$ cat src/rtl/shift_deserializer_if.sv
// Serial-in / parallel-out handshake bundle for shift_deserializer.
// master = bit source and word consumer, slave = the deserializer.
interface shift_deserializer_if #(
  parameter int N = 8
);
  logic         sin_valid;
  logic         sin_data;
  logic         sin_start;
  logic         msb_first;
  logic [N-1:0] out_data;
  logic         out_valid;
  logic         out_ready;
  logic         overrun;
  logic         parity_err;

  modport master (
    output sin_valid, sin_data, sin_start, msb_first, out_ready,
    input  out_data, out_valid, overrun, parity_err
  );

  modport slave (
    input  sin_valid, sin_data, sin_start, msb_first, out_ready,
    output out_data, out_valid, overrun, parity_err
  );
endinterface

$ cat src/rtl/shift_deserializer.sv
// Framed 1-bit stream to N-bit words, MSB- or LSB-first, one-entry output with overrun flag.
// Optional even-parity trailer bit per frame: define SHIFT_DESERIALIZER_PARITY_EN.
module shift_deserializer #(
  parameter int N = 8
) (
  input logic                 clk,
  input logic                 rst,
  shift_deserializer_if.slave bus
);
  localparam int CW = $clog2(N + 1);

  typedef enum logic {IDLE, RECV} state_t;

  state_t       state, state_n;
  logic [N-1:0] sr, sr_n;
  logic [N-1:0] out_data, out_data_n;
  logic [N-1:0] shifted, word;
  logic [CW-1:0] cnt, cnt_n;
  logic         mode, mode_n;
  logic         out_valid, out_valid_n;
  logic         overrun, overrun_n;
  logic         start_acc, order, complete, word_ok;
`ifdef SHIFT_DESERIALIZER_PARITY_EN
  logic         par, par_n;
  logic         perr, perr_n;
`endif

  assign start_acc = bus.sin_valid & bus.sin_start;
  // A start bit shifts in using the order being latched with it, not the stale mode.
  assign order     = start_acc ? bus.msb_first : mode;
  assign shifted   = order ? {sr[N-2:0], bus.sin_data} : {bus.sin_data, sr[N-1:1]};

  always_ff @(posedge clk) begin
    if (!rst) begin
      state     <= IDLE;
      sr        <= '0;
      cnt       <= '0;
      mode      <= 1'b1;
      out_data  <= '0;
      out_valid <= 1'b0;
      overrun   <= 1'b0;
`ifdef SHIFT_DESERIALIZER_PARITY_EN
      par       <= 1'b0;
      perr      <= 1'b0;
`endif
    end else begin
      state     <= state_n;
      sr        <= sr_n;
      cnt       <= cnt_n;
      mode      <= mode_n;
      out_data  <= out_data_n;
      out_valid <= out_valid_n;
      overrun   <= overrun_n;
`ifdef SHIFT_DESERIALIZER_PARITY_EN
      par       <= par_n;
      perr      <= perr_n;
`endif
    end
  end

  always_comb begin
    state_n     = state;
    sr_n        = sr;
    cnt_n       = cnt;
    mode_n      = mode;
    out_data_n  = out_data;
    out_valid_n = out_valid;
    overrun_n   = overrun;
    complete    = 1'b0;
    word_ok     = 1'b1;
    word        = shifted;
`ifdef SHIFT_DESERIALIZER_PARITY_EN
    par_n       = par;
    perr_n      = 1'b0;
`endif

    if (out_valid && bus.out_ready) out_valid_n = 1'b0;

    if (start_acc) begin
      // Start bit is accepted in either state; a partial frame is dropped silently.
      mode_n  = bus.msb_first;
      sr_n    = shifted;
      cnt_n   = CW'(1);
      state_n = RECV;
`ifdef SHIFT_DESERIALIZER_PARITY_EN
      par_n   = bus.sin_data;
`endif
    end else if (state == RECV && bus.sin_valid) begin
`ifdef SHIFT_DESERIALIZER_PARITY_EN
      if (cnt == CW'(N)) begin
        complete = 1'b1;
        word     = sr;
        word_ok  = ~(par ^ bus.sin_data);
        cnt_n    = '0;
        par_n    = 1'b0;
      end else begin
        sr_n  = shifted;
        par_n = par ^ bus.sin_data;
        cnt_n = cnt + CW'(1);
      end
`else
      sr_n = shifted;
      if (cnt == CW'(N - 1)) begin
        complete = 1'b1;
        cnt_n    = '0;
      end else begin
        cnt_n = cnt + CW'(1);
      end
`endif
    end

    if (complete) begin
      if (!word_ok) begin
`ifdef SHIFT_DESERIALIZER_PARITY_EN
        perr_n = 1'b1;
`endif
      end else if (!out_valid || bus.out_ready) begin
        out_data_n  = word;
        out_valid_n = 1'b1;
      end else begin
        overrun_n = 1'b1;
      end
    end
  end

  assign bus.out_data  = out_data;
  assign bus.out_valid = out_valid;
  assign bus.overrun   = overrun;
`ifdef SHIFT_DESERIALIZER_PARITY_EN
  assign bus.parity_err = perr;
`else
  assign bus.parity_err = 1'b0;
`endif
endmodule

$ cat src/flat_wrapper.sv
// flat-port wrapper written by rule: the top's interface ports become plain ports
module shift_deserializer_flat 
#(
  parameter int N = 8
)
  (clk, rst, bus_sin_valid, bus_sin_data, bus_sin_start, bus_msb_first, bus_out_ready, bus_out_data, bus_out_valid, bus_overrun, bus_parity_err);
  shift_deserializer_if #(.N(N)) bus_i ();
  input logic clk;
  input logic rst;
  input wire logic [$bits(bus_i.sin_valid)-1:0] bus_sin_valid;
  input wire logic [$bits(bus_i.sin_data)-1:0] bus_sin_data;
  input wire logic [$bits(bus_i.sin_start)-1:0] bus_sin_start;
  input wire logic [$bits(bus_i.msb_first)-1:0] bus_msb_first;
  input wire logic [$bits(bus_i.out_ready)-1:0] bus_out_ready;
  output wire logic [$bits(bus_i.out_data)-1:0] bus_out_data;
  output wire logic [$bits(bus_i.out_valid)-1:0] bus_out_valid;
  output wire logic [$bits(bus_i.overrun)-1:0] bus_overrun;
  output wire logic [$bits(bus_i.parity_err)-1:0] bus_parity_err;
  assign bus_i.sin_valid = bus_sin_valid;
  assign bus_i.sin_data = bus_sin_data;
  assign bus_i.sin_start = bus_sin_start;
  assign bus_i.msb_first = bus_msb_first;
  assign bus_i.out_ready = bus_out_ready;
  assign bus_out_data = bus_i.out_data;
  assign bus_out_valid = bus_i.out_valid;
  assign bus_overrun = bus_i.overrun;
  assign bus_parity_err = bus_i.parity_err;
  shift_deserializer #(.N(N)) u_core (.clk(clk), .rst(rst), .bus(bus_i));
endmodule
$ cat config.mk
export PLATFORM = sky130hd
export DESIGN_NAME = shift_deserializer_flat
export DESIGN_NICKNAME = d
export VERILOG_FILES = /design/src/rtl/shift_deserializer_if.sv /design/src/rtl/shift_deserializer.sv /design/src/flat_wrapper.sv
export SDC_FILE = /design/constraint.sdc
export NUM_CORES = 1
export LEC_CHECK = 0
export CORE_MARGIN = 4
export CORE_UTILIZATION = 50
export DETAILED_ROUTE_END_ITERATION = 8
export GPL_TIMING_DRIVEN = 0
export PLACE_DENSITY_LB_ADDON = 0.08
export SKIP_CTS_REPAIR_TIMING = 1
export SYNTH_ARGS = -nofsm -noshare
export SYNTH_HDL_FRONTEND = slang
export SYNTH_SLANG_ARGS = --single-unit
$ cat constraint.sdc
create_clock -name clk -period 2.14 [get_ports clk]
set_clock_uncertainty 0.2 [all_clocks]
set_input_delay 0.428 -clock clk [delete_from_list [all_inputs] [get_ports clk]]
set_output_delay 0.428 -clock clk [all_outputs]
set_load 0.02 [all_outputs]
==> results.yml, run 1 <==
routing:
  dr.first_iter.drc_count: 36
  via_per_inst: 6.122
  num_vias: 1053
  postRouteAntennaNets: 0
  route.detailed.drc: 0
  post_drt_wl_per_cell_um: 14.95
  drt_first_pass_iters: 4
  drt-total-wl_mm: 2.572
yosys:
  ys_types: 29
  synth-xor-area-share_pct: 0
  ys_seq_area_share_pct: 43.19
  synthSimpleGateAreaFrac_pct: 13.95
  netlist_instances: 125
  synthAdderAreaFrac_pct: 1.125
  synth_area_um2: 1112
  synth-warning-count: 0
  mappedNetlistNets: 133
  ys_seq_elements: 24
  synth_compound_area_share_pct: 32.17
  synth_top_family_by_area: "compound AO/OA/AOI/OAI gates"
  avgSynthCellArea_um2: 8.899
  muxShareOfSynthArea_pct: 0
critical_path:
  worst_setup_path_end_kind: "output pin"
  critical_path_buf_inv_count: 1
  cp.required_ps: 1510
  cp.arrival_ps: 1300
  path_class: "reg -> out"
  cpPeakStageDelay_ps: 610
  path_cells: "clkdlybuf4s50_1"
  critPathTopFamily: "buffers and inverters"
  worstSetupStartpointType: "register"
  slowest_stage: "clkdlybuf4s50_1"
  crit_fanout: 2
  reg2reg_to: "u_core.bus.out_data[0]$_SDFFE_PN0P_"
  reg2reg_from: "u_core.cnt[0]$_SDFFE_PN0P_"
  reg2regPathDepth: 5
  worst-r2r-setup-slack_ps: 360
timing:
  finalSetupTns_ps: 0
  post-route-min-period_ps: 1930
  max_freq_ghz: 0.5181
  drv_slew: 0
  timing.final.crit_share_pct: 90.19
  setup_viol: 0
  timing.hold.ws_ps: 296.0
  rsz0062_at_grt: "no"
  final_hold_viol_count: 0
cts:
  cts_num_sinks: 24
  insertion_delay_ps: 320
  cts-root-buf: "clkbuf_4"
  htreeDepth: 1
  clk_pin_slew_ps: 140
  cts_made_buffers: 3
  clock_path_buffers: 2
  cts_tree: "done"
layout:
  syn2layout_area_growth_pct: 22.16
  fin_nets: 154
  diodes: 0
  drive_above_1_share_pct: 11.03
die:
  die_w_um: 55.17
  die_h_um: 55.17
  rows: 16
  core_area_um2: 2042
  ios: 18
  die_area_um2: 3043
  initial_core_util_pct: 54.47
placement:
  finalWeightedCongestion: 0.8397
  dpl.hpwl_mm: 1.793
  portBuffers: 16
global_routing:
  grt_usage_pct: 19.36
  grt_pass1_vias: 922
  grt_first_pass_wirelength_mm: 4.215
  antenna_found_initial: 0
  grt-ovfl-total: 0
  grt_max_degree: 15
hold_path:
  hold_depth: 2
  worstHoldStart: "u_core.bus.overrun$_SDFFE_PN0P_"
  min_to: "u_core.bus.overrun$_SDFFE_PN0P_"
  hold_class: "reg -> reg"
power_and_ir_drop:
  comb_power_share_pct: 10.9
  swShare_pct: 23.32
  p_switching_w: 0.0002112
  vdd_ir_drop_max_mv: 0.6154
  clockPowerShare_pct: 36.8
  p_seq_share_pct: 52.2
  p_int_w: 0.0006941
  p_per_area_nw_per_um2: 666.2
  power_leakage_nw: 0.4692
outcome:
  status: "complete, no violations"
flow_run:
  drv_cap: 0
metrics by stage:
step	power, W	utilization, %	setup slack [ps]	cells	cell area (um^2)
2_1_floorplan	0.0005483	-	567.8	125	1112
3_3_place_gp	0.0005767	63.97	29.29	168	1306
3_5_place_dp	0.0005784	63.97	22.92	168	1306
4_1_cts	0.0009049	66.54	209.2	172	1359
5_1_grt	0.0009373	66.54	160.9	172	1359
6_report	0.0009053	66.54	209.9	172	1359
how the worst max path moves through the flow:
stage | slack, ps | cells after the start | endpoint | from
6_report | 210 | 1 | bus_out_data[1] | u_core.bus.out_data[1]$_SDFFE_PN0P_
2_1_floorplan | 570 | 5 | u_core.bus.out_data[1]$_SDFFE_PN0P_ | u_core.cnt[0]$_SDFFE_PN0P_
3_3_place_gp | 30 | 6 | u_core.bus.out_data[3]$_SDFFE_PN0P_ | bus_sin_start
5_1_grt | 160 | 1 | bus_out_data[0] | u_core.bus.out_data[0]$_SDFFE_PN0P_
4_1_cts | 210 | 1 | bus_out_data[1] | u_core.bus.out_data[1]$_SDFFE_PN0P_
3_5_place_dp | 20 | 6 | u_core.sr[5]$_SDFFE_PN0P_ | bus_sin_start
cell families after synthesis:
logic type	count (synthesis)
AOI/OAI and AO/OA	56
DFF	24
buffers and inverters	16
other	1
adders and majority gates	1
and+or+nand+nor	27
synthesized netlist by cell type:
master | count | share of area [%]
dfxtp_1 | 24 | 43
buf_2 | 4 | 1.8
nor2_1 | 3 | 1.0
buf_4 | 2 | 1.3
o21ai_0 | 18 | 8.1
a21boi_2 | 1 | 1.0
nand4_1 | 1 | 0.56
buf_6 | 4 | 4.0
nand4b_1 | 1 | 0.79
ha_1 | 1 | 1.1
a41oi_1 | 1 | 0.79
and4b_1 | 1 | 0.90
o21a_1 | 1 | 0.68
nand3_1 | 11 | 4.9
conb_1 | 1 | 0.34
a21oi_1 | 6 | 2.7
a31oi_1 | 18 | 10
nand2b_1 | 3 | 1.7
nand2_1 | 1 | 0.34
a21bo_2 | 1 | 0.90
nor2b_1 | 2 | 1.1
and3_1 | 2 | 1.1
inv_1 | 3 | 1.0
a311oi_1 | 8 | 6.3
o31ai_1 | 1 | 0.68
or3b_1 | 1 | 0.79
nand3b_1 | 1 | 0.68
clkbuf_1 | 3 | 1.0
a311o_1 | 1 | 0.90
power groups by stage:
stage	clock network [W]	logic [W]	registers, W
final	0.000333	0.0000991	0.000473
after global routing	0.000352	0.000110	0.000475
after CTS	0.000335	0.0000977	0.000473
after detailed placement	0	0.0000962	0.000482
after global placement	0	0.0000948	0.000482
after floorplan	0	0.0000682	0.000480
layout make-up:
| class | count | area [um^2] |
|---|---|---|
| Tap cell | 27 | 33.78 |
| Buffer | 13 | 91.34 |
| Fill cell | 173 | 683.2 |
| Clock inverter | 1 | 30.03 |
| Sequential cell | 24 | 480.5 |
| Multi-Input combinational cell | 85 | 529.3 |
| Clock buffer | 3 | 22.52 |
| Inverter | 3 | 11.26 |
| Timing Repair Buffer | 16 | 160.2 |
registers in the layout, summed over array words and instances (netlist names):
register / count
u_core.bus.out_data: 8
u_core.sr: 8
u_core.cnt: 4
u_core.bus.out_valid: 1
u_core.bus.overrun: 1
u_core.mode: 1
u_core.state: 1
placed cells by master (no fill, tap or decap), types with 2 or more instances in the layout:
cell,netlist,final
a21oi_1,6,6
a311oi_1,8,8
a31oi_1,18,18
and3_1,2,2
buf_2,4,4
buf_4,2,2
buf_6,4,4
clkbuf_1,3,3
clkbuf_4,0,3
clkdlybuf4s50_1,0,16
dfxtp_1,24,24
inv_1,3,3
nand2b_1,3,3
nand3_1,11,11
nor2_1,3,3
nor2b_1,2,2
o21ai_0,18,18
routing by layer:
layer | vias to the layer above | share of wire, % | GRT usage (%)
met5 | - | 0 | 0
met4 | 0 | 1.6 | 8.097
met3 | 5 | 6.8 | 2.681
met2 | 45 | 44 | 29.72
met1 | 482 | 47 | 27.06
li1 | 521 | - | -
(Power assumes the default switching activity.)
==> run 2: changes to the inputs <==
--- a/config.mk
+++ b/config.mk
@@ -6,7 +6,8 @@
 export NUM_CORES = 1
 export LEC_CHECK = 0
 export CORE_MARGIN = 4
-export CORE_UTILIZATION = 50
+export CORE_UTILIZATION = 51
+export CTS_CLUSTER_SIZE = 8
 export DETAILED_ROUTE_END_ITERATION = 8
 export GPL_TIMING_DRIVEN = 0
 export PLACE_DENSITY_LB_ADDON = 0.08
==> run 2 against run 1 <==
  * First-iteration DRC count unchanged
  * Global-route usage down 0.097 points
  * Clock-buffer cell count unchanged
  * Via count down 2.1%
  * Critical endpoint is now bus_out_data[0]
  * Largest cell class unchanged
  * Largest power group unchanged
==> results.yml, run 2 (same netlist as run 1, synthesis figures left out) <==
die:
  rows: 16
  die_area_um2: 2992
  die_w_um: 54.70
  die_h_um: 54.70
  initial_core_util_pct: 55.01
  ios: 18
  core_area_um2: 2022
timing:
  final_hold_viol_count: 0
  timing.hold.ws_ps: 288.5
  rsz0062_at_grt: "no"
  fin_ws_ps: 231.0
  finalSetupTns_ps: 0
  setup_viol: 0
  max_freq_ghz: 0.5238
  post-route-min-period_ps: 1909
  drv_slew: 0
  timing.final.crit_share_pct: 89.20
layout:
  diodes: 0
  multiInputGateArea_um2: 529.3
  fillers: 163
  drive_above_1_share_pct: 11.03
  layout_common_cells: "dfxtp_1, o21ai_0, a31oi_1"
  final_util_pct: 67.20
  syn2layout_area_growth_pct: 22.16
  fin_nets: 154
  top_regs: "u_core.bus.out_data: 8 flops, u_core.sr: 8 flops, u_core.cnt: 4 flops"
  seq_area_um2: 480.5
  final_common_cell: "dfxtp_1"
routing:
  wl_met1_mm: 1.173
  post_drt_wl_per_cell_um: 14.21
  route.detailed.drc: 0
  highest_layer: "met4"
  dr.first_iter.drc_count: 36
  met2_wirelength_mm: 1.070
  route.met3.wl_um: 181
  drt_first_pass_iters: 7
  postRouteAntennaNets: 0
  drt-total-wl_mm: 2.444
  num_vias: 1031
  via_per_inst: 5.994
flow_run:
  drv_cap: 0
hold_path:
  hold_depth: 2
  hold_class: "reg -> reg"
power_and_ir_drop:
  vdd_ir_drop_max_mv: 0.4951
  swShare_pct: 22.27
  clockPowerShare_pct: 35.9
  comb_power_share_pct: 11.1
  p_seq_share_pct: 53.1
  p_int_w: 0.0006935
  p_per_area_nw_per_um2: 656.6
  p_switching_w: 0.0001987
  power_leakage_nw: 0.4692
  fin_total_pwr_w: 0.0008922
critical_path:
  path_cells: "clkdlybuf4s50_1"
  cp.required_ps: 1510
  path_class: "reg -> out"
  critical_path_buf_inv_count: 1
  worstSetupStartpointType: "register"
  worst_setup_path_end_kind: "output pin"
  worst-path-stages: 1
  cp.arrival_ps: 1280
  cpPeakStageDelay_ps: 610
  worst-r2r-setup-slack_ps: 310
  reg2regPathDepth: 5
  crit_fanout: 2
  slowest_stage: "clkdlybuf4s50_1"
  critPathTopFamily: "buffers and inverters"
placement:
  portBuffers: 16
  finalWeightedCongestion: 0.8807
  dp_slack_ps: 15.11
  dpl.hpwl_mm: 1.840
cts:
  insertion_delay_ps: 300
  clk_pin_slew_ps: 130
  cts_made_buffers: 3
  clock_path_buffers: 2
  cts-root-buf: "clkbuf_4"
  cts_tree: "done"
  htreeDepth: 1
  cts_num_sinks: 24
global_routing:
  grt_max_degree: 15
  antenna_found_initial: 0
  grt_pass1_vias: 978
  grt_first_pass_wirelength_mm: 4.264
  grt_usage_pct: 19.26
  grt-ovfl-total: 0
outcome:
  status: "complete, no violations"
[run 2: power by group through the flow]
stage                     logic (W)  clock network [W]  registers (W)
after floorplan           0.0000682                  0       0.000480
after global placement    0.0000950                  0       0.000482
after detailed placement  0.0000962                  0       0.000483
after CTS                 0.0000966           0.000328       0.000473
after global routing       0.000110           0.000346       0.000476
final                     0.0000986           0.000320       0.000473
[run 2: final timing paths]
kind                                                     startpoint                             endpoint
worst max-delay path            u_core.bus.out_data[0]$_SDFFE_PN0P_                      bus_out_data[0]
worst min-delay path                u_core.bus.overrun$_SDFFE_PN0P_      u_core.bus.overrun$_SDFFE_PN0P_
worst max register to register           u_core.cnt[0]$_SDFFE_PN0P_  u_core.bus.out_data[2]$_SDFFE_PN0P_
worst min register to register      u_core.bus.overrun$_SDFFE_PN0P_      u_core.bus.overrun$_SDFFE_PN0P_
[run 2: stage by stage]
step | std cells | area (um^2)
CTS | 172 | 1359
detailed placement | 168 | 1306
global route | 172 | 1359
finish | 172 | 1359
global placement | 168 | 1306
floorplan | 125 | 1112
[run 2: final cells by class]
class / count / area share, %
Sequential cell: 24 / 35.36
Multi-Input combinational cell: 85 / 38.95
Clock buffer: 3 / 1.657
Buffer: 13 / 6.722
Inverter: 3 / 0.8287
Clock inverter: 1 / 2.210
Timing Repair Buffer: 16 / 11.79
Tap cell: 27 / 2.486
[run 2: metal layers]
| layer | GRT usage [%] | vias up |
|---|---|---|
| met5 | 0 | - |
| met4 | 5.809 | 0 |
| met3 | 2.452 | 4 |
| met2 | 28.54 | 54 |
| met1 | 28.62 | 453 |
| li1 | - | 520 |
[run 2: worst min-delay path, stage by stage (launching register included)]
cell	delay, ps
dfxtp_1	350
a31oi_1	40
nor2_1	70
==> run 3: changes to the inputs <==
--- a/config.mk
+++ b/config.mk
@@ -5,12 +5,12 @@
 export SDC_FILE = /design/constraint.sdc
 export NUM_CORES = 1
 export LEC_CHECK = 0
+export CORE_ASPECT_RATIO = 0.9
 export CORE_MARGIN = 4
 export CORE_UTILIZATION = 51
-export CTS_CLUSTER_SIZE = 8
 export DETAILED_ROUTE_END_ITERATION = 8
 export GPL_TIMING_DRIVEN = 0
-export PLACE_DENSITY_LB_ADDON = 0.08
+export PLACE_DENSITY = 0.77
 export SKIP_CTS_REPAIR_TIMING = 1
 export SYNTH_ARGS = -nofsm -noshare
 export SYNTH_HDL_FRONTEND = slang
==> run 3 against run 2 <==
  * Register-to-register slack improved by 30 ps
  * Combinational power about the same
  * First-iteration DRC count increased by 97%
==> results.yml, run 3 (same netlist as run 1, synthesis figures left out) <==
power_and_ir_drop:
  p_int_w: 0.0005702
  clockPowerShare_pct: 25.2
  fin_total_pwr_w: 0.0007678
  power_leakage_nw: 0.4550
  p_switching_w: 0.0001976
  comb_power_share_pct: 13.1
  p_per_area_nw_per_um2: 578.9
  p_seq_share_pct: 61.7
  swShare_pct: 25.73
  vdd_ir_drop_max_mv: 0.4991
timing:
  timing.hold.ws_ps: 311.7
  post-route-min-period_ps: 1913
  finalSetupTns_ps: 0
  setup_viol: 0
  final_hold_viol_count: 0
  drv_slew: 0
  max_freq_ghz: 0.5226
  rsz0062_at_grt: "no"
  timing.final.crit_share_pct: 89.41
  fin_ws_ps: 226.6
critical_path:
  worst_setup_path_end_kind: "output pin"
  worst-r2r-setup-slack_ps: 340
  cpPeakStageDelay_ps: 610
  critical_path_buf_inv_count: 1
  path_class: "reg -> out"
  cp.arrival_ps: 1290
  crit_fanout: 2
  reg2reg_from: "u_core.cnt[0]$_SDFFE_PN0P_"
  critPathTopFamily: "buffers and inverters"
  worstSetupStartpointType: "register"
  slowest_stage: "clkdlybuf4s50_1"
  worst-path-stages: 1
  reg2regPathDepth: 5
  reg2reg_to: "u_core.bus.out_data[6]$_SDFFE_PN0P_"
  cp.required_ps: 1510
  path_cells: "clkdlybuf4s50_1"
cts:
  clock_path_buffers: 2
  cts_tree: "done"
  cts_made_buffers: 3
  htreeDepth: 1
  cts_num_sinks: 24
  insertion_delay_ps: 310
  clk_pin_slew_ps: 120
  cts-root-buf: "clkbuf_4"
layout:
  fin_nets: 154
  top_regs: "u_core.bus.out_data: 8 flops, u_core.sr: 8 flops, u_core.cnt: 4 flops"
  drive_above_1_share_pct: 10.42
  syn2layout_area_growth_pct: 19.23
  layout_common_cells: "dfxtp_1, o21ai_0, a31oi_1"
  fillers: 190
  diodes: 0
  stdcell_area_um2: 1326
  final_common_cell: "dfxtp_1"
hold_path:
  hold_class: "reg -> reg"
  min_to: "u_core.bus.overrun$_SDFFE_PN0P_"
  hold_depth: 2
  worstHoldStart: "u_core.bus.overrun$_SDFFE_PN0P_"
die:
  die_h_um: 52.31
  die_w_um: 57.23
  rows: 15
  core_area_um2: 1989
  die_area_um2: 2993
  ios: 18
  initial_core_util_pct: 55.91
placement:
  dp_slack_ps: -2.259
  dpl.hpwl_mm: 1.916
  finalWeightedCongestion: 0.8146
  portBuffers: 16
  dpl_cell_area_um2: 1304
global_routing:
  grt-ovfl-total: 0
  grt_usage_pct: 18.99
  grt_pass1_vias: 971
  antenna_found_initial: 0
  grt_first_pass_wirelength_mm: 4.464
  grt_max_degree: 13
routing:
  postRouteAntennaNets: 0
  drt_first_pass_iters: 4
  post_drt_wl_per_cell_um: 15.80
  route.detailed.drc: 0
  drt-total-wl_mm: 2.671
  num_vias: 1084
  via_per_inst: 6.414
  dr.first_iter.drc_count: 71
outcome:
  status: "complete, no violations"
flow_run:
  drv_cap: 0
==> run 3: how the worst max path moves through the flow <==
stage                                        startpoint                             endpoint  slack [ps]
finish              u_core.bus.out_data[0]$_SDFFE_PN0P_                      bus_out_data[0]         230
detailed placement                        bus_sin_start  u_core.bus.out_data[6]$_SDFFE_PN0P_          -2
global placement                          bus_sin_start  u_core.bus.out_data[7]$_SDFFE_PN0P_          40
floorplan                    u_core.cnt[0]$_SDFFE_PN0P_  u_core.bus.out_data[1]$_SDFFE_PN0P_         570
CTS                 u_core.bus.out_data[0]$_SDFFE_PN0P_                      bus_out_data[0]         220
global route        u_core.bus.out_data[5]$_SDFFE_PN0P_                      bus_out_data[5]         180
==> run 3: area by class of cell <==
type	count	area, um^2	area share, %
Sequential cell	24	480.5	36.23
Inverter	3	11.26	0.8491
Clock buffer	3	22.52	1.698
Tap cell	25	31.28	2.358
Multi-Input combinational cell	85	529.3	39.91
Timing Repair Buffer	16	160.2	12.08
Buffer	13	91.34	6.887
==> run 3: metal layers <==
layer  global-route usage (%)  up-vias  wire length [um]
met5                        0        -                 0
met4                    2.317        0                21
met3                    6.158        4               275
met2                    31.56       56              1176
met1                    24.77      506              1198
li1                         -      518                 -
==> run 3: power by group through the flow <==
stage	logic, W	clock network [W]	registers, W
after CTS	0.0000990	0.000197	0.000473
after detailed placement	0.0000990	0	0.000483
after global routing	0.000111	0.000224	0.000476
final	0.000100	0.000193	0.000474
after global placement	0.0000954	0	0.000482
after floorplan	0.0000682	0	0.000480
==> run 3: stage by stage <==
step	util [%]	instances
2_1_floorplan	-	125
3_3_place_gp	65.53	166
3_5_place_dp	65.53	166
4_1_cts	66.67	169
5_1_grt	66.67	169
6_report	66.67	169
